--- src/rtl/key_sw_conditioner.sv ---
// key_sw_conditioner: brings board switches and push-buttons into the clk domain,
// debounces each key and emits registered one-cycle press/release pulses.
module key_sw_conditioner #(
  parameter int SW_WIDTH        = 10,
  parameter int KEY_WIDTH       = 2,
  parameter int DEBOUNCE_CYCLES = 1_000_000
) (
  input  logic                 clk,
  input  logic                 rst_n,
  input  logic [SW_WIDTH-1:0]  sw_in,
  input  logic [KEY_WIDTH-1:0] key_in,
  output logic [SW_WIDTH-1:0]  sw_sync,
  output logic [KEY_WIDTH-1:0] key_clean,
  output logic [KEY_WIDTH-1:0] key_press,
  output logic [KEY_WIDTH-1:0] key_release
);

  localparam int               CNT_W    = $clog2(DEBOUNCE_CYCLES + 1);
  localparam logic [CNT_W-1:0] CNT_LAST = CNT_W'(DEBOUNCE_CYCLES - 1);
  localparam logic [CNT_W-1:0] CNT_ONE  = CNT_W'(1);

  logic [SW_WIDTH-1:0]  r_sw_meta;
  logic [SW_WIDTH-1:0]  r_sw_sync;
  logic [KEY_WIDTH-1:0] r_key_meta;
  logic [KEY_WIDTH-1:0] r_key_sync;

  always_ff @(posedge clk or negedge rst_n) begin
    if (!rst_n) begin
      r_sw_meta <= '0;
      r_sw_sync <= '0;
    end else begin
      r_sw_meta <= sw_in;
      r_sw_sync <= r_sw_meta;
    end
  end

  // Key synchronisers idle high so a reset looks like "all keys released".
  always_ff @(posedge clk or negedge rst_n) begin
    if (!rst_n) begin
      r_key_meta <= '1;
      r_key_sync <= '1;
    end else begin
      r_key_meta <= key_in;
      r_key_sync <= r_key_meta;
    end
  end

  assign sw_sync = r_sw_sync;

  genvar gi;
  generate
    for (gi = 0; gi < KEY_WIDTH; gi++) begin : g_key
      logic [CNT_W-1:0] r_cnt;
      logic             r_clean;
      logic             r_press;
      logic             r_release;
      logic             w_ks;
      logic             w_differ;

      assign w_ks     = r_key_sync[gi];
      assign w_differ = (w_ks != r_clean);

      // Any return to the accepted level restarts the window from zero.
      always_ff @(posedge clk or negedge rst_n) begin
        if (!rst_n) begin
          r_cnt     <= '0;
          r_clean   <= 1'b1;
          r_press   <= 1'b0;
          r_release <= 1'b0;
        end else begin
          r_press   <= 1'b0;
          r_release <= 1'b0;
          if (!w_differ) begin
            r_cnt <= '0;
          end else if (r_cnt == CNT_LAST) begin
            r_cnt     <= '0;
            r_clean   <= w_ks;
            r_press   <= ~w_ks;
            r_release <= w_ks;
          end else begin
            r_cnt <= r_cnt + CNT_ONE;
          end
        end
      end

      assign key_clean[gi]   = r_clean;
      assign key_press[gi]   = r_press;
      assign key_release[gi] = r_release;
    end
  endgenerate

endmodule

--- config.mk ---
export PLATFORM = sky130hd
export DESIGN_NAME = key_sw_conditioner
export DESIGN_NICKNAME = d
export VERILOG_FILES = /design/src/rtl/key_sw_conditioner.sv
export SDC_FILE = /design/constraint.sdc
export NUM_CORES = 1
export LEC_CHECK = 0
export ABC_CLOCK_PERIOD_IN_PS = 3850
export BUFFER_PORTS_ARGS = -buffer_cell sky130_fd_sc_hd__buf_4
export CAP_MARGIN = 10
export CORE_MARGIN = 5
export CORE_UTILIZATION = 45
export DETAILED_ROUTE_END_ITERATION = 6
export PLACE_DENSITY = 0.74
export SLEW_MARGIN = 40
export SYNTH_ARGS = -nofsm -noshare
export SYNTH_HDL_FRONTEND = slang
export SYNTH_SLANG_ARGS = --single-unit
--- constraint.sdc ---
create_clock -name clk -period 3.85 [get_ports clk]
set_input_delay 0.5775 -clock clk [delete_from_list [all_inputs] [get_ports clk]]
set_output_delay 0.5775 -clock clk [all_outputs]
set_load 0.02 [all_outputs]
; ---- Word-level counts from Yosys, hierarchy flattened
; Cells that the tools add are included.
[classes]
reduce_logical = 2
n_bitwise = 2
add_sub_neg = 2
eq_ne = 4
muxes = 12
[ops]
columns = op, count
row1 = 20-bit 2-to-1 mux, 4
row2 = 20-bit by 1-bit adder with 20-bit output (second input constant), 2
row3 = 20-bit equality test (second input constant), 2
row4 = 1-bit 2-to-1 mux, 8
row5 = 2-bit AND reduction, 2
row6 = 1-bit inequality test, 2
row7 = 1-bit inverter, 2
[word_totals]
elab_cells = 34
inputBits = 14
reg_bits = 70
output_inout_bits = 16

; ---- Depth between registers and ports, before layout
[depth]
word_depth = 3
mapped_depth = 6

; ---- Worst setup path after synthesis
; Ideal clock, no wire load.
[synth_timing]
path_type = register to register
from = reg g_key[1].r_cnt[13]
to = reg g_key[1].r_clean
required_time_ps = 3765
synth_period_minus_slack_ps = 1747
path_stages_with_launch = 5
path_buffers = 0
path_slack_ps = 2103
t_arrival_ps = 1662
cell_sequence = dfrtp_1 > nor4b_1 > nand2_1 > or4_1 > mux2_1
[synth_between]
elab_chain_cells = 2
[synth_lines]
columns = item, line_no
row1 = "start, declared", 53  ; logic [CNT_W-1:0] r_cnt;
row2 = "start signal, assigned", 81  ; r_cnt <= r_cnt + CNT_ONE;
row3 = 20-bit equality test, 75  ; end else if (r_cnt == CNT_LAST) begin
row4 = 2-bit AND reduction (no source line), n/a
row5 = "end signal, assigned", 77  ; r_clean <= w_ks;
row6 = "end, declared", 54  ; logic r_clean;
; No other way between the ends.
; A chain may end at the register's enable or synchronous reset.

; ---- Worst setup path in the final report
[layout_timing]
from = reg g_key[0].r_cnt[0]
to = reg g_key[0].r_cnt[7]
[layout_between]
elab_chain_cells = 3
word_cells_on_any_way = 4
cone_classes = 1 x add/sub / 1 x eq/ne / 2 x mux
[layout_lines]
columns = item, line_no
row1 = "start, declared", 53
row2 = "start signal, assigned", 81
row3 = 20-bit by 1-bit adder with 20-bit output or 20-bit equality test (tied branches), "81, 75"
row4 = 20-bit 2-to-1 mux (*), 75
row5 = 20-bit 2-to-1 mux (*), 73  ; if (!w_differ) begin
; Mark *: on every way between the ends. The rest lies on a longest branch, timed or not.

==> flow_metrics.env <==
export IMPL_ios=30
export IMPL_cts_buffers=9
export IMPL_synth_edf_count=0
export IMPL_synth_seq_cells=70
export IMPL_grt_pass1_wl_um=9450
export IMPL_drt_iter0_markers=91
export IMPL_synth_area_leaders="dfrtp_1, xnor2_1, dfstp_2, nor2_1, xor2_1"
export IMPL_area_growth_pct=18.8
export IMPL_n_antenna_cell=0
export IMPL_post_cts_setup_buffer_count=0
export IMPL_fmax_mhz=503
export IMPL_ctsResizeCount=0
export IMPL_setup_viol=0
export IMPL_synthCells=247
export IMPL_core_area_mm2=0.00631
export IMPL_fp_dieH_um=90.2
export IMPL_die_w_um=90.2
export IMPL_timing_final_crit_share_pct=51.6
export IMPL_holdBufCountCts=0
export IMPL_vias=1944
export IMPL_fillers=536
export IMPL_synth_main_ff_cell="dfrtp_1"
export IMPL_cts_clk_slew_worst_paths_ps=80
export IMPL_firstDrtPassIters=5
export IMPL_ys_seq_area_share_pct=60.8
export IMPL_layout_cells_non_filler=363
export IMPL_drive_above_1_share_pct=22.0
export IMPL_fin_nets=297
export IMPL_ant_nets=0
export IMPL_place_ws_ps=1870
export IMPL_syn_avg_cell_area_um2=11.7
export IMPL_port_buffers=29
export IMPL_async_reset_ff_share_pct=100
export IMPL_p_leak_nw=1.46
export IMPL_criticalPathCategory="register to register"
export IMPL_grtUsageTotal_pct=14.2
export IMPL_timing_final_crit_period_ps=1990
export IMPL_synthDistinctLibCells=37
export IMPL_hold_viol=0
export IMPL_rsz0062_at_grt="false"
export IMPL_critPathLaunchType="register"
export IMPL_htree_levels=3
export IMPL_cts_root_buf="clkbuf_8"
export IMPL_postLayoutCoreUtil_pct=54.5
export IMPL_arrival_ps=2190
export IMPL_cp_end_kind="register"
export IMPL_grt_max_degree=44
export IMPL_finalMaxSlewViolations=0
export IMPL_yosys_area_top_type="dfrtp_1"
export IMPL_synth_common_cells="dfrtp_1, nor2_1, xnor2_1"
export IMPL_layout_setup_ws_ps=1860
export IMPL_power_density_mw_per_mm2=454
export IMPL_num_rows=29
export IMPL_grt_pass1_vias=2028
export IMPL_crit_required_ps=4050
export IMPL_dieArea_mm2=0.00814
export IMPL_peakVddDrop_mv=0.394
export IMPL_clock_latency_ps=340
export IMPL_cts_buffer_depth=2
export IMPL_globalRouteOverflowTotal=0
export IMPL_synthDominantCellAreaShare_pct=55.3
export IMPL_start_util_pct=45.9
export IMPL_p_total_mw=1.56
export IMPL_cp_max_fo=18
export IMPL_cap_violations=0
export IMPL_synth_area_mm2=0.00290
export IMPL_ys_warn_count=0
export IMPL_setup_tns_ps=0
export IMPL_fin_skew_ps=7.23
export IMPL_dp_cells=347
export IMPL_dp_final_hpwl_um=3490
export IMPL_worst_pin_slew_ps=747
export IMPL_place_gp_congestion=0.798
export IMPL_clock_sinks=70
export IMPL_cts_tree="done"
export IMPL_antenna_found_initial=0
export IMPL_wirelength_um=5170
export IMPL_status="finished, final reports clean"
export IMPL_synth_most_common_cell="dfrtp_1"
export IMPL_relSlewSlack_pct=50.2
export IMPL_drc=0
export IMPL_route_detailed_wl_per_inst_um=14.2
export IMPL_hp_class="input pin to async pin"
export IMPL_syn_nets=263
export IMPL_vias_per_cell=5.36
## sequential cells by signal, indices dropped and copies added (netlist names)
name,flops
g_key.r_cnt,40
r_key_sync,2
g_key.r_release,2
g_key.r_clean,2
r_sw_meta,10
sw_sync,10
r_key_meta,2
g_key.r_press,2
## layer usage
metal	share of wire [%]	vias up	global-route usage (%)
met5	0	-	0
met4	1.3	0	6.08
met3	5.5	8	5.76
met2	51	43	22.4
met1	42	962	17.0
li1	-	931	-
## per-stage QoR
stage	area [um^2]	hold slack [ps]
3_5_place_dp	3180	335
2_1_floorplan	2900	282
6_report	3440	146
3_3_place_gp	3150	332
5_1_grt	3440	162
4_1_cts	3440	145
## critical path, stage by stage (launching register included)
cell,delay (ps)
dfrtp_1,380
ha_1,220
and2_1,160
nand4_1,220
o31ai_4,740
nor2_1,120
## kinds of logic (layout without fill, tap and decap cells)
kind of cell | count (synthesis) | count (layout) | synth area share (%)
XOR/XNOR | 29 | 29 | 8.77
AO/OA/AOI/OAI | 19 | 19 | 5.10
flip-flops | 70 | 70 | 60.8
multiplexers | 3 | 3 | 1.12
adder cells (fa/ha/maj) | 2 | 2 | 0.864
AND/OR/NAND/NOR | 108 | 108 | 20.4
buffers and inverters | 16 | 55 | 2.98
## final cells by class
class,instances,area (um^2),share of cell area (%)
Timing Repair Buffer,32,253,7.35
Inverter,7,26.3,0.764
Clock inverter,5,104,3.02
Tap cell,77,96.3,2.80
Clock buffer,11,151,4.40
Multi-Input combinational cell,161,1050,30.5
Sequential cell,70,1760,51.1
## where the power goes
group,internal [mW],switching (mW)
clock network,0.467,0.270
logic,0.0254,0.0363
registers,0.755,0.00927
total,1.25,0.316
## worst paths after layout
kind | startpoint | end | slack [ps] | cells after the start
hold reg to reg | r_sw_meta[3] | sw_sync[3] | 350 | 0
setup reg to reg | g_key[0].r_cnt[0] | g_key[0].r_cnt[7] | 1860 | 5
hold / removal | rst_n | g_key[1].r_release | 150 | 1
setup / recovery | g_key[0].r_cnt[0] | g_key[0].r_cnt[7] | 1860 | 5
max in group asynchronous | rst_n | r_key_meta[0] | 3090 | 2
min in group clk | key_in[1] | r_key_meta[1] | 340 | 1
## layout by cell type (no fill, tap or decap), types with 7 or more instances in the layout
cell	synthesis	layout
xnor2_1	19	19
nand4_1	10	10
dfrtp_1	64	64
a21oi_1	9	9
nor4_1	8	8
xor2_1	10	10
buf_4	6	31
clkbuf_8	0	11
nand3_1	11	11
inv_1	7	7
nand2_1	11	11
nor2_1	31	31
No activity file was read; power rests on OpenSTA's default activity.
